`config.mk`:
```
export PLATFORM = sky130hd
export DESIGN_NAME = vga_fb_arbiter_flat
export DESIGN_NICKNAME = d
export VERILOG_FILES = /design/src/rtl/vga_fb_arbiter_if.sv /design/src/rtl/vga_fb_arbiter.sv /design/src/flat_wrapper.sv
export SDC_FILE = /design/constraint.sdc
export NUM_CORES = 1
export LEC_CHECK = 0
export BUFFER_PORTS_ARGS = -buffer_cell sky130_fd_sc_hd__buf_2
export CAP_MARGIN = 20
export CORE_MARGIN = 2
export CORE_UTILIZATION = 48
export CTS_BUF_LIST = sky130_fd_sc_hd__clkbuf_4 sky130_fd_sc_hd__clkbuf_8 sky130_fd_sc_hd__clkbuf_16
export CTS_CLUSTER_DIAMETER = 60
export DETAILED_ROUTE_END_ITERATION = 7
export PLACE_DENSITY = 0.74
export SLEW_MARGIN = 20
export SYNTH_ARGS = -nofsm -noshare
export SYNTH_HDL_FRONTEND = slang
export SYNTH_SLANG_ARGS = --single-unit
```
`constraint.sdc`:
```
create_clock -name vga_clk -period 2.08 [get_ports vga_clk]
set_clock_uncertainty 0.05 [all_clocks]
set_input_delay 0.416 -clock vga_clk [delete_from_list [all_inputs] [get_ports vga_clk]]
set_output_delay 0.416 -clock vga_clk [all_outputs]
set_load 0.02 [all_outputs]
```
`src/rtl/vga_fb_arbiter_if.sv`:
```
// Draw-engine write port into the framebuffer arbiter: valid/ready handshake
// carrying a cell coordinate and its RGB444 colour.
interface vga_fb_arbiter_if;
  logic        wr_valid;
  logic        wr_ready;
  logic [7:0]  wr_x;
  logic [6:0]  wr_y;
  logic [11:0] wr_data;

  modport master (output wr_valid, wr_x, wr_y, wr_data, input wr_ready);
  modport slave  (input wr_valid, wr_x, wr_y, wr_data, output wr_ready);
endinterface

```
`src/rtl/vga_fb_arbiter.sv`:
```
// Single-port framebuffer arbiter: fixed scan-out read slots in the visible
// area, draw writes fill every other RAM cycle; also drives the pixel stream.
module vga_fb_arbiter #(
  parameter int FB_W = 160,
  parameter int FB_H = 120
) (
  input  logic            vga_clk,
  input  logic            rst_n,
  input  logic [9:0]      countX,
  input  logic [9:0]      countY,
  vga_fb_arbiter_if.slave wr,
  output logic [14:0]     ram_addr,
  output logic            ram_we,
  output logic [11:0]     ram_wdata,
  input  logic [11:0]     ram_rdata,
  output logic [11:0]     pix_rgb,
  output logic            pix_valid,
  output logic            vblank_start,
  output logic [15:0]     stall_cnt,
  output logic            range_err
);

  localparam logic [0:0]  S_IDLE = 1'b0;
  localparam logic [0:0]  S_PEND = 1'b1;
  localparam int          PIPE   = 3;
  localparam logic [14:0] FB_W15 = 15'(FB_W);

  typedef struct packed {
    logic [14:0] addr;
    logic [11:0] data;
  } wr_req_t;

  logic        act, rd_slot, wr_in_range, wr_take;
  logic [14:0] rd_addr, wr_addr;

  logic [0:0]  state_q, state_d;
  wr_req_t     req_q, req_d;
  logic [14:0] addr_q, addr_d;
  logic        we_q, we_d;
  logic [11:0] wdata_q, wdata_d;
  logic [15:0] stall_q, stall_d;
  logic        rerr_q, rerr_d;
  logic [PIPE:1] vld_pipe_q;
  logic [2:1]  slot_pipe_q;
  logic [11:0] pix_q;
  logic        vblank_q;

  assign act     = (countX < 10'd640) && (countY < 10'd480);
  assign rd_slot = act && (countX[1:0] == 2'b00);
  assign rd_addr = 15'(countY[9:2]) * FB_W15 + 15'(countX[9:2]);
  assign wr_addr = 15'(wr.wr_y) * FB_W15 + 15'(wr.wr_x);

  assign wr_in_range = (int'(wr.wr_x) < FB_W) && (int'(wr.wr_y) < FB_H);
  assign wr.wr_ready = (state_q == S_IDLE);
  assign wr_take     = wr.wr_valid && wr.wr_ready;

  always_comb begin
    state_d = state_q;
    req_d   = req_q;
    addr_d  = addr_q;
    we_d    = 1'b0;
    wdata_d = wdata_q;
    stall_d = stall_q;
    rerr_d  = rerr_q;
    // Read slot owns the port; a pending write waits for the next free cycle.
    if (rd_slot) begin
      addr_d = rd_addr;
      if (state_q == S_PEND && stall_q != 16'hFFFF) stall_d = stall_q + 16'd1;
    end else if (state_q == S_PEND) begin
      addr_d  = req_q.addr;
      we_d    = 1'b1;
      wdata_d = req_q.data;
      state_d = S_IDLE;
    end
    // Out-of-range writes complete the handshake but never reach the RAM.
    if (wr_take) begin
      if (wr_in_range) begin
        state_d = S_PEND;
        req_d   = '{addr: wr_addr, data: wr.wr_data};
      end else begin
        rerr_d = 1'b1;
      end
    end
  end

  always_ff @(posedge vga_clk or negedge rst_n) begin
    if (!rst_n) begin
      state_q     <= S_IDLE;
      req_q       <= '0;
      addr_q      <= '0;
      we_q        <= 1'b0;
      wdata_q     <= '0;
      stall_q     <= '0;
      rerr_q      <= 1'b0;
      vld_pipe_q  <= '0;
      slot_pipe_q <= '0;
      pix_q       <= '0;
      vblank_q    <= 1'b0;
    end else begin
      state_q     <= state_d;
      req_q       <= req_d;
      addr_q      <= addr_d;
      we_q        <= we_d;
      wdata_q     <= wdata_d;
      stall_q     <= stall_d;
      rerr_q      <= rerr_d;
      vld_pipe_q  <= {vld_pipe_q[PIPE-1:1], act};
      slot_pipe_q <= {slot_pipe_q[1], rd_slot};
      // slot_pipe_q[2] marks the cycle the slot's RAM data is on ram_rdata.
      if (slot_pipe_q[2]) pix_q <= ram_rdata;
      vblank_q    <= (countX == 10'd0) && (countY == 10'd480);
    end
  end

  assign ram_addr     = addr_q;
  assign ram_we       = we_q;
  assign ram_wdata    = wdata_q;
  assign pix_valid    = vld_pipe_q[PIPE];
  assign pix_rgb      = vld_pipe_q[PIPE] ? pix_q : 12'h000;
  assign vblank_start = vblank_q;
  assign stall_cnt    = stall_q;
  assign range_err    = rerr_q;

endmodule

```
`src/flat_wrapper.sv`:
```
// flat-port wrapper written by rule: the top's interface ports become plain ports
module vga_fb_arbiter_flat 
#(
  parameter int FB_W = 160,
  parameter int FB_H = 120
)
  (vga_clk, rst_n, countX, countY, ram_addr, ram_we, ram_wdata, ram_rdata, pix_rgb, pix_valid, vblank_start, stall_cnt, range_err, wr_wr_valid, wr_wr_x, wr_wr_y, wr_wr_data, wr_wr_ready);
  vga_fb_arbiter_if wr_i ();
  input  logic vga_clk;
  input  logic rst_n;
  input  logic [9:0] countX;
  input  logic [9:0] countY;
  output logic [14:0] ram_addr;
  output logic ram_we;
  output logic [11:0] ram_wdata;
  input  logic [11:0] ram_rdata;
  output logic [11:0] pix_rgb;
  output logic pix_valid;
  output logic vblank_start;
  output logic [15:0] stall_cnt;
  output logic range_err;
  input wire logic [$bits(wr_i.wr_valid)-1:0] wr_wr_valid;
  input wire logic [$bits(wr_i.wr_x)-1:0] wr_wr_x;
  input wire logic [$bits(wr_i.wr_y)-1:0] wr_wr_y;
  input wire logic [$bits(wr_i.wr_data)-1:0] wr_wr_data;
  output wire logic [$bits(wr_i.wr_ready)-1:0] wr_wr_ready;
  assign wr_i.wr_valid = wr_wr_valid;
  assign wr_i.wr_x = wr_wr_x;
  assign wr_i.wr_y = wr_wr_y;
  assign wr_i.wr_data = wr_wr_data;
  assign wr_wr_ready = wr_i.wr_ready;
  vga_fb_arbiter #(.FB_W(FB_W), .FB_H(FB_H)) u_core (.vga_clk(vga_clk), .rst_n(rst_n), .countX(countX), .countY(countY), .wr(wr_i), .ram_addr(ram_addr), .ram_we(ram_we), .ram_wdata(ram_wdata), .ram_rdata(ram_rdata), .pix_rgb(pix_rgb), .pix_valid(pix_valid), .vblank_start(vblank_start), .stall_cnt(stall_cnt), .range_err(range_err));
endmodule
```
# Word level (Yosys, flattened, before mapping)

Cells that the tools add are included.

Bits in registers: 91
Input port bits: 62
Output and inout bits: 60
Word-level logic and storage cells: 47

Bitwise gates (word level): 3
Add/sub/neg operators: 3
Reductions and logical operators: 13
Muxes and demuxes: 8
Equal/unequal tests: 2
$mul: 2
Order comparisons: 4

Operators with widths:

| operator                                                                | count |
|---|---|
| 15-bit by 8-bit adder with 15-bit output                                | 2 |
| 15-bit two-way mux                                                      | 2 |
| 16-bit by 1-bit adder with 16-bit output (second input constant)        | 1 |
| 16-bit inequality test (second input constant)                          | 1 |
| 12-bit two-way mux                                                      | 1 |
| 10-bit by 9-bit equality test with 1-bit output (second input constant) | 1 |
| 10-bit logical NOT                                                      | 1 |
| 10-bit < comparator (second input constant)                             | 1 |
| 10-bit by 9-bit < comparator with 1-bit output (second input constant)  | 1 |
| 7-bit by 3-bit multiplier with 10-bit output (second input constant)    | 1 |
| 8-bit by 3-bit multiplier with 10-bit output (second input constant)    | 1 |
| 8-bit < comparator (second input constant)                              | 1 |
| 2-bit AND reduction                                                     | 4 |
| 7-bit < comparator (second input constant)                              | 1 |
| 1-bit logical AND                                                       | 6 |
| 1-bit two-way mux                                                       | 5 |
| 1-bit inverter                                                          | 3 |
| 2-bit logical NOT                                                       | 1 |
| 2-bit nonzero test                                                      | 1 |

# Depth between registers and ports, before layout

Gate-level depths: netlist (run 1).

Depth in word-level cells: 6
Mapped depth: 9
Depth with buffers taken out: 9

# Worst setup path before layout (run 1)

Ideal clock, no wire load.

Path type: input-to-reg
Start: input port wr_wr_y[1]
End: register u_core.req_q[25] (netlist bit)
Path buffers: 0
Setup time: 0.081 ns
Data required time: 1.949 ns
Stages: 8
Path slack: -0.550 ns
Arrival time: 2.498 ns
Path through: ha_1 ha_1 fa_1 xnor2_1 nand2b_4 or2_4 or4_4 a31oi_2

Word-level cells in the longest chain between the ends: 3
Elaborated cells on any way between the ends: 5
Those cells by class: 1 x add/sub; 1 x mul; 1 x order compare; 2 x reduce/logical

RTL lines:

| what                                                                             | line                  | source |
|---|---|---|
| from (decl)                                                                      | flat_wrapper.sv:24    | `input wire logic [$bits(wr_i.wr_y)-1:0] wr_wr_y;` |
| branches (longest 3 deep; another with 15-bit by 8-bit adder with 15-bit output) | n/a                   |  |
| to (signal assigned)                                                             | vga_fb_arbiter.sv:101 | `req_q <= req_d;` |
| to (decl)                                                                        | vga_fb_arbiter.sv:37  | `wr_req_t req_q, req_d;` |

Parallel ways; which one is timed is not known.
A chain may end at the register's enable or synchronous reset.

# Worst setup path in the final report (run 1)

Start: input port wr_wr_y[3]
End: register u_core.req_q[25] (netlist bit)

Same word-level chain as after synthesis.

==> results of run 1 <==
[cell usage after synthesis, types with 10 or more instances]
| cell type | count | area (um^2) |
|---|---|---|
| dfrtp_1 | 91 | 2280 |
| nand2_1 | 87 | 327 |
| mux2_2 | 32 | 360 |
| ha_1 | 29 | 363 |
| o21ai_0 | 26 | 130 |
| xnor2_1 | 18 | 158 |
| inv_1 | 17 | 63.8 |
| nor2_1 | 16 | 60.1 |
| and2_1 | 13 | 81.3 |
| xor2_1 | 11 | 96.3 |
| mux2i_1 | 10 | 100 |
[final cells by class]
type | instances | area, um^2
repair buffers | 187 | 1160
well taps | 133 | 166
multi-input cells | 344 | 2800
inverters | 17 | 63.8
fillers | 789 | 3160
clock inverters | 6 | 48.8
flip-flops and latches | 91 | 2280
clock buffers | 10 | 138
[sequential cells by signal, summed over array words and instances (netlist names)]
register and cells:
u_core.vblank_start 1, u_core.req_q 27, u_core.ram_addr 15, u_core.slot_pipe_q 2
u_core.vld_pipe_q 3, u_core.state_q 1, u_core.pix_q 12, u_core.range_err 1
u_core.ram_we 1, u_core.ram_wdata 12, u_core.stall_cnt 16
[repair_timing]
item                                    in CTS  in global routing
hold buffers                                 1                  0
resized for setup                           17                 20
pin swaps                                   18                  9
endpoints found under the hold margin       32                  0
buffers inserted                             3                  0
endpoints found under the setup margin       4                  6
[metal layers]
layer | vias to the layer above | share of wire | global-route usage
met3 | 24 | 0.039 | 0.0499
met4 | 2 | 0.023 | 0.0848
met2 | 110 | 0.50 | 0.379
met1 | 2016 | 0.43 | 0.282
met5 | - | 0.00083 | 0
li1 | 1988 | - | -
[cells by family after synthesis]
family,after synthesis
xor gates and xnor gates,29
AOI/OAI and AO/OA,58
DFF,91
buffers and inverters,31
muxes,42
adders and majority gates,33
and+or+nand+nor,182
[worst max path at each step]
stage                             endpoint  slack (ns)
after detailed placement  u_core.req_q[25]       -0.58
final                     u_core.req_q[25]       -0.13
after global routing      u_core.req_q[25]       -0.15
after floorplan           u_core.req_q[25]       -0.34
after CTS                 u_core.req_q[25]       -0.11
after global placement    u_core.req_q[25]       -0.50
[power groups by stage]
stage / sequential [uW] / clock, uW / combinational [uW]
after floorplan: 2640 / 0 / 881
after global placement: 2390 / 0 / 1840
after detailed placement: 2400 / 0 / 1900
after CTS: 2370 / 1140 / 1970
after global routing: 2430 / 1230 / 2200
final: 2370 / 1120 / 2030
[critical path, delay by kind of cell]
kind	cells	cell delay (ns)
compound gates	1	0.14
buf+inv	1	0.10
simple gates	3	0.86
fa+ha+maj	3	0.75
xor+xnor	1	0.15
[stage by stage]
step / setup TNS (ns) / hold slack, ns / cell area, um^2 / std cells / total power [uW]
floorplan: -1.07 / 0.0704 / 5000 / 466 / 3520
global placement: -2.97 / 0.283 / 6210 / 768 / 4220
detailed placement: -3.60 / 0.288 / 6210 / 768 / 4300
CTS: -0.188 / 0.176 / 6540 / 788 / 5480
global route: -0.374 / 0.179 / 6660 / 788 / 5850
finish: -0.267 / 0.197 / 6660 / 788 / 5520
==> metrics.md, run 1 <==
| Metric | Value |
|---|---|
| Status | finished, violations left |
| Violated checks | negative setup slack |
| Ant. Diodes | 0 |
| CTS buffer count | 9 |
| Place WS | -0.576 ns |
| Max Cap Viol | 0 |
| Root Buffer | clkbuf_8 |
| Global-route wire length before repair | 20,000 um |
| Clock sinks | 91 |
| Max IR drop VDD | 0.365 mV |
| FF-to-FF End | u_core.stall_cnt[1] |
| Final Hold Fails | 0 |
| CP required | 2.31 ns |
| Core Region | 9820 um^2 |
| Main combinational cell family by area after synthesis | simple AND/OR/NAND/NOR gates |
| Most frequent CP cell | ha_4 |
| Crit-path cells | buf_8, ha_4, ha_4, fa_2, xnor2_2, nand2b_4, or2_4, or4_4, a31oi_2 |
| Die Wd | 105 um |
| GRT Util Overall | 0.225 |
| Switching Share | 0.349 |
| Post-Synth Adder-Cell Area | 0.0909 |
| Most frequent cells in the layout | 116 x buf_2, 89 x dfrtp_1, 87 x nand2_1 |
| Total gr overflow | 0 |
| Clock Pin Slew Worst Setup and Hold Paths | 0.09 ns |
| Rows | 36 |
| Hold Path Class | in -> reg |
| Multiplexer area fraction after synthesis | 0.0945 |
| RSZ-0062 raised after global routing | yes |
| Highest clock rate | 0.453 GHz |
| Nets@finish | 745 |
| Area Overhead vs Synth | 36.7% |
| Crit Path Category | in -> reg |
| Post-synthesis compound-gate area fraction | 0.0783 |
| Deepest clock path buffer count | 2 |
| NetSw | 1930 uW |
| Port buffer count | 121 |
| Post-DRT Antenna Nets | 0 |
| Hold path start | wr_wr_data[4] |
| Mapped Cells | 466 |
| Post-synth ARST share | 1.00 |
| Critical path startpoint category | primary input |
| Hold endpoint | u_core.req_q[4] |
| Relative slew slack | 0.695 |
| Post-synth net total | 561 |
| Hpwl dp | 9180 um |
| Post-synth top flop | dfrtp_1 |
| Power Dens Cells | 829 nW/um^2 |
| Syn Std Cell Area | 4870 um^2 |
| Final Setup Violations | 3 |
| Post-synth EDFFs | 0 |
| CP Launch Point | wr_wr_y[3] |
| Initial antenna violation count | 1 |
| CTS H-tree lvls | 3 |
| Pin count of the biggest net entering global routing | 36 |
| DR pass1 iterations | 4 |
| Worst-Margin Slew | 0.454 ns |
| Initial Util | 0.496 |
| Clk_lat worst skew | 0.35 ns |
| Seq pwr share | 0.430 |
| Post-Synth XOR/XNOR Area | 0.0521 |
| Leak Pwr | 0.00327 uW |
| Mean Syn Cell Area | 10.5 um^2 |
| Critical Path Max Stage Delay | 0.48 ns |
| Gate power share | 0.368 |
| Die H | 105 um |
| Layout cells sized above 1 | 0.441 |
| WL/cell | 15.4 um |
| Yosys cell types | 59 |
| Worst EP arrival | 2.44 ns |
| Final WL | 12,100 um |
| Max-slew violation count | 0 |
| Clk pwr share | 0.202 |
| Die area | 11,000 um^2 |
| Setup crit end kind | flop |
| Hold Path Depth | 3 |
| Register area share after synthesis | 0.467 |
| # DRC | 0 |
| Final Util | 0.679 |
| Worst R2R Setup Slack | 0.10 ns |
| Crit Path Max Fanout | 3 |
| Internal power | 3600 uW |
| # IOs | 122 |
| FF-to-FF Start | u_core.stall_cnt[1] |
| Mean number of vias per cell | 5.25 |
| CTS tree | yes |
| Post-route clock period utilization | 1.06 |
| Most common cell after layout, fill and taps aside | buf_2 |
| Minimum clock period | 2.21 ns |
| DR iter-0 viols | 240 |
| Setup ws final | -0.128 ns |
| Synth Area in Simple Gates | 0.192 |
| Max stage delay cell, worst path | or4_4 |
| Cells on worst reg2reg path | 5 |
| Vias in the first global route | 4,283 |
| Synth Register Bits | 91 |
| Placer's final routability congestion estimate | 0.849 |
| Synth Warn # | 0 |
| Vias | 4,140 |
(Power assumes the default switching activity.)
==> run 2: changes to the inputs <==
--- a/config.mk
+++ b/config.mk
@@ -13,6 +13,7 @@
 export CTS_CLUSTER_DIAMETER = 60
 export DETAILED_ROUTE_END_ITERATION = 7
 export PLACE_DENSITY = 0.74
+export RECOVER_POWER = 100
 export SLEW_MARGIN = 20
 export SYNTH_ARGS = -nofsm -noshare
 export SYNTH_HDL_FRONTEND = slang
==> run 2 against run 1 <==
Net effect:
- highest routed layer unchanged
- the flow still finishes with violations (negative setup slack)
- worst hold slack got worse by 0.0022 ns
- largest cell class unchanged
- sequential share of layout area is 0.82 points higher
- design area fell by 2.3%
==> metrics.md, run 2 (synthesis gave the netlist of run 1 again) <==
| Metric | Value |
|---|---|
| Hpwl dp | 9180 um (unchanged) |
| Initial Util | 0.496 (unchanged) |
| Largest Register | u_core.req_q |
| Hold Path Depth | 3 (unchanged) |
| CTS buffer count | 9 (unchanged) |
| Clk_lat worst skew | 0.35 ns (about the same) |
| RSZ-0062 raised after global routing | yes |
| Largest register FFs | 27 (unchanged) |
| Vias | 4,154 (+0.34%) |
| Max IR drop VDD | 0.352 mV (-3.6%) |
| NetSw | 1930 uW (+0.30%) |
| Max-slew violation count | 0 (unchanged) |
| Hold path start | wr_wr_data[8] |
| CP Launch Point | wr_wr_y[3] |
| Total gr overflow | 0 (unchanged) |
| Crit-path cells | buf_8, ha_4, ha_4, fa_2, xnor2_2, nand2b_4, or2_4, or4_4, a31oi_2 |
| Final Setup Violations | 5 (+2) |
| CTS H-tree lvls | 3 (unchanged) |
| Initial antenna violation count | 1 (unchanged) |
| Nets@finish | 745 (unchanged) |
| Status | finished, violations left |
| FF-to-FF Start | u_core.stall_cnt[1] |
| Rows | 36 (unchanged) |
| Final Util | 0.663 (-0.0159) |
| Root Buffer | clkbuf_8 |
| Critical path startpoint category | primary input |
| Worst-Margin Slew | 0.850 ns (+0.396 ns) |
| Minimum clock period | 2.21 ns (-0.00323 ns) |
| Leak Pwr | 0.00303 uW (-7.2%) |
| Fillers | 827 (+4.8%) |
| Die H | 105 um (unchanged) |
| GRT Util Overall | 0.225 (unchanged) |
| Most common cell after layout, fill and taps aside | dfrtp_1 |
| Deepest clock path buffer count | 2 (unchanged) |
| Crit Path Max Fanout | 3 (unchanged) |
| DR pass1 iterations | 4 (unchanged) |
| Worst EP arrival | 2.44 ns (about the same) |
| Mean number of vias per cell | 5.27 (+0.34%) |
| Clock sinks | 91 (unchanged) |
| Critical Path Max Stage Delay | 0.48 ns (about the same) |
| Core Region | 9820 um^2 (unchanged) |
| Internal power | 3510 uW (-2.4%) |
| Final WL | 12,200 um (+0.44%) |
| Gate power share | 0.357 (-0.011) |
| Highest clock rate | 0.453 GHz (+0.15%) |
| Placed Instances | 768 (unchanged) |
| Post-DRT Antenna Nets | 0 (unchanged) |
| Layout cells sized above 1 | 0.342 (-0.0992) |
| Relative slew slack | 0.433 (-0.261) |
| Most frequent cells in the layout | 89 x dfrtp_1, 87 x nand2_1, 63 x buf_2 |
| Vias in the first global route | 4,283 (unchanged) |
| WL/cell | 15.4 um (+0.44%) |
| Die Wd | 105 um (unchanged) |
| DR iter-0 viols | 203 (-15%) |
| Final Hold Fails | 0 (unchanged) |
| Placer's final routability congestion estimate | 0.849 (unchanged) |
| Critical path buffers and inverters | 1 (unchanged) |
| Setup ws final | -0.125 ns (+0.00323 ns) |
| CP required | 2.31 ns (about the same) |
| Place WS | -0.576 ns (unchanged) |
| Critical path's top delay family | simple AND/OR/NAND/NOR gates |
| CP Depth | 9 (unchanged) |
| Die area | 11,000 um^2 (unchanged) |
| Seq pwr share | 0.437 (+0.007) |
| Violated checks | negative setup slack |
| Clk pwr share | 0.206 (+0.004) |
| Switching Share | 0.355 (+0.00631) |
| Non-Filler Instances | 788 (unchanged) |
| Setup crit end kind | flop |
| Crit Path Category | in -> reg |
| Clock Pin Slew Worst Setup and Hold Paths | 0.09 ns (about the same) |
| Ant. Diodes | 0 (unchanged) |
| Cells on worst reg2reg path | 5 (unchanged) |
| Max stage delay cell, worst path | or4_4 |
| Post-route clock period utilization | 1.06 (-0.00155) |
| Max Cap Viol | 0 (unchanged) |
| # DRC | 0 (unchanged) |
| Hold Path Class | in -> reg |
| Global-route wire length before repair | 20,000 um (unchanged) |
| CTS tree | yes |
| Most frequent CP cell | ha_4 |
| Power Dens Cells | 836 nW/um^2 (+0.89%) |
| # IOs | 122 (unchanged) |
| Pin count of the biggest net entering global routing | 36 (unchanged) |
| Port buffer count | 121 (unchanged) |
| Area Overhead vs Synth | 33.5% |
[run 2: power by group through the flow]
stage,Clock [uW],Sequential [uW],Combinational [uW]
4_1_cts,1140,2370,1970
2_1_floorplan,0,2640,881
5_1_grt,1230,2430,2110
3_3_place_gp,0,2390,1840
3_5_place_dp,0,2400,1900
6_report,1120,2380,1940
[run 2: layout make-up]
cell class | instances | area [um^2] | share of cell area
multi-input combinational | 344 | 2790 | 0.428
sequential | 91 | 2280 | 0.350
timing repair buffer | 187 | 1020 | 0.157
tap | 133 | 166 | 0.0256
clock buffer | 10 | 138 | 0.0212
inverter | 17 | 63.8 | 0.00981
clock inverter | 6 | 48.8 | 0.00750
[run 2: stage by stage]
| step | cell area [um^2] | hold WS (ns) | TNS (ns) | total power [uW] |
|---|---|---|---|---|
| final | 6510 | 0.195 | -0.334 | 5440 |
| after detailed placement | 6210 | 0.288 | -3.60 | 4300 |
| after global placement | 6210 | 0.283 | -2.97 | 4220 |
| after CTS | 6540 | 0.176 | -0.188 | 5480 |
| after global routing | 6510 | 0.179 | -1.87 | 5770 |
| after floorplan | 5000 | 0.0704 | -1.07 | 3520 |
[run 2: worst register-to-register path: cells and delay by family (launching register included)]
family	cells	cell delay, ns
fa+ha+maj	1	0.18
flops	1	0.41
mux	1	0.38
simple gates	3	0.99
[run 2: worst paths after layout]
| check | slack (ns) | to |
|---|---|---|
| setup / recovery | -0.13 | u_core.req_q[25] |
| hold / removal | 0.19 | u_core.req_q[8] |
| setup reg to reg | -0.03 | u_core.stall_cnt[1] |
| hold reg to reg | 0.32 | u_core.slot_pipe_q[2] |
| max in group asynchronous | 0.33 | u_core.stall_cnt[0] |
| min in group asynchronous | 0.67 | u_core.pix_q[7] |
[run 2: timing repair]
| item | in CTS | in global routing |
|---|---|---|
| setup endpoints to repair | 4 | 6 |
| endpoints found under the hold margin | 32 | 0 |
| gates resized for setup | 17 | 20 |
| buffers inserted | 3 | 0 |
| pin swaps | 18 | 9 |
| hold buffers | 1 | 0 |
[run 2: per-layer routing]
layer  track usage  part of all wire
met3        0.0499             0.045
met1         0.282              0.43
met4        0.0848             0.024
met5             0           0.00082
met2         0.379              0.50
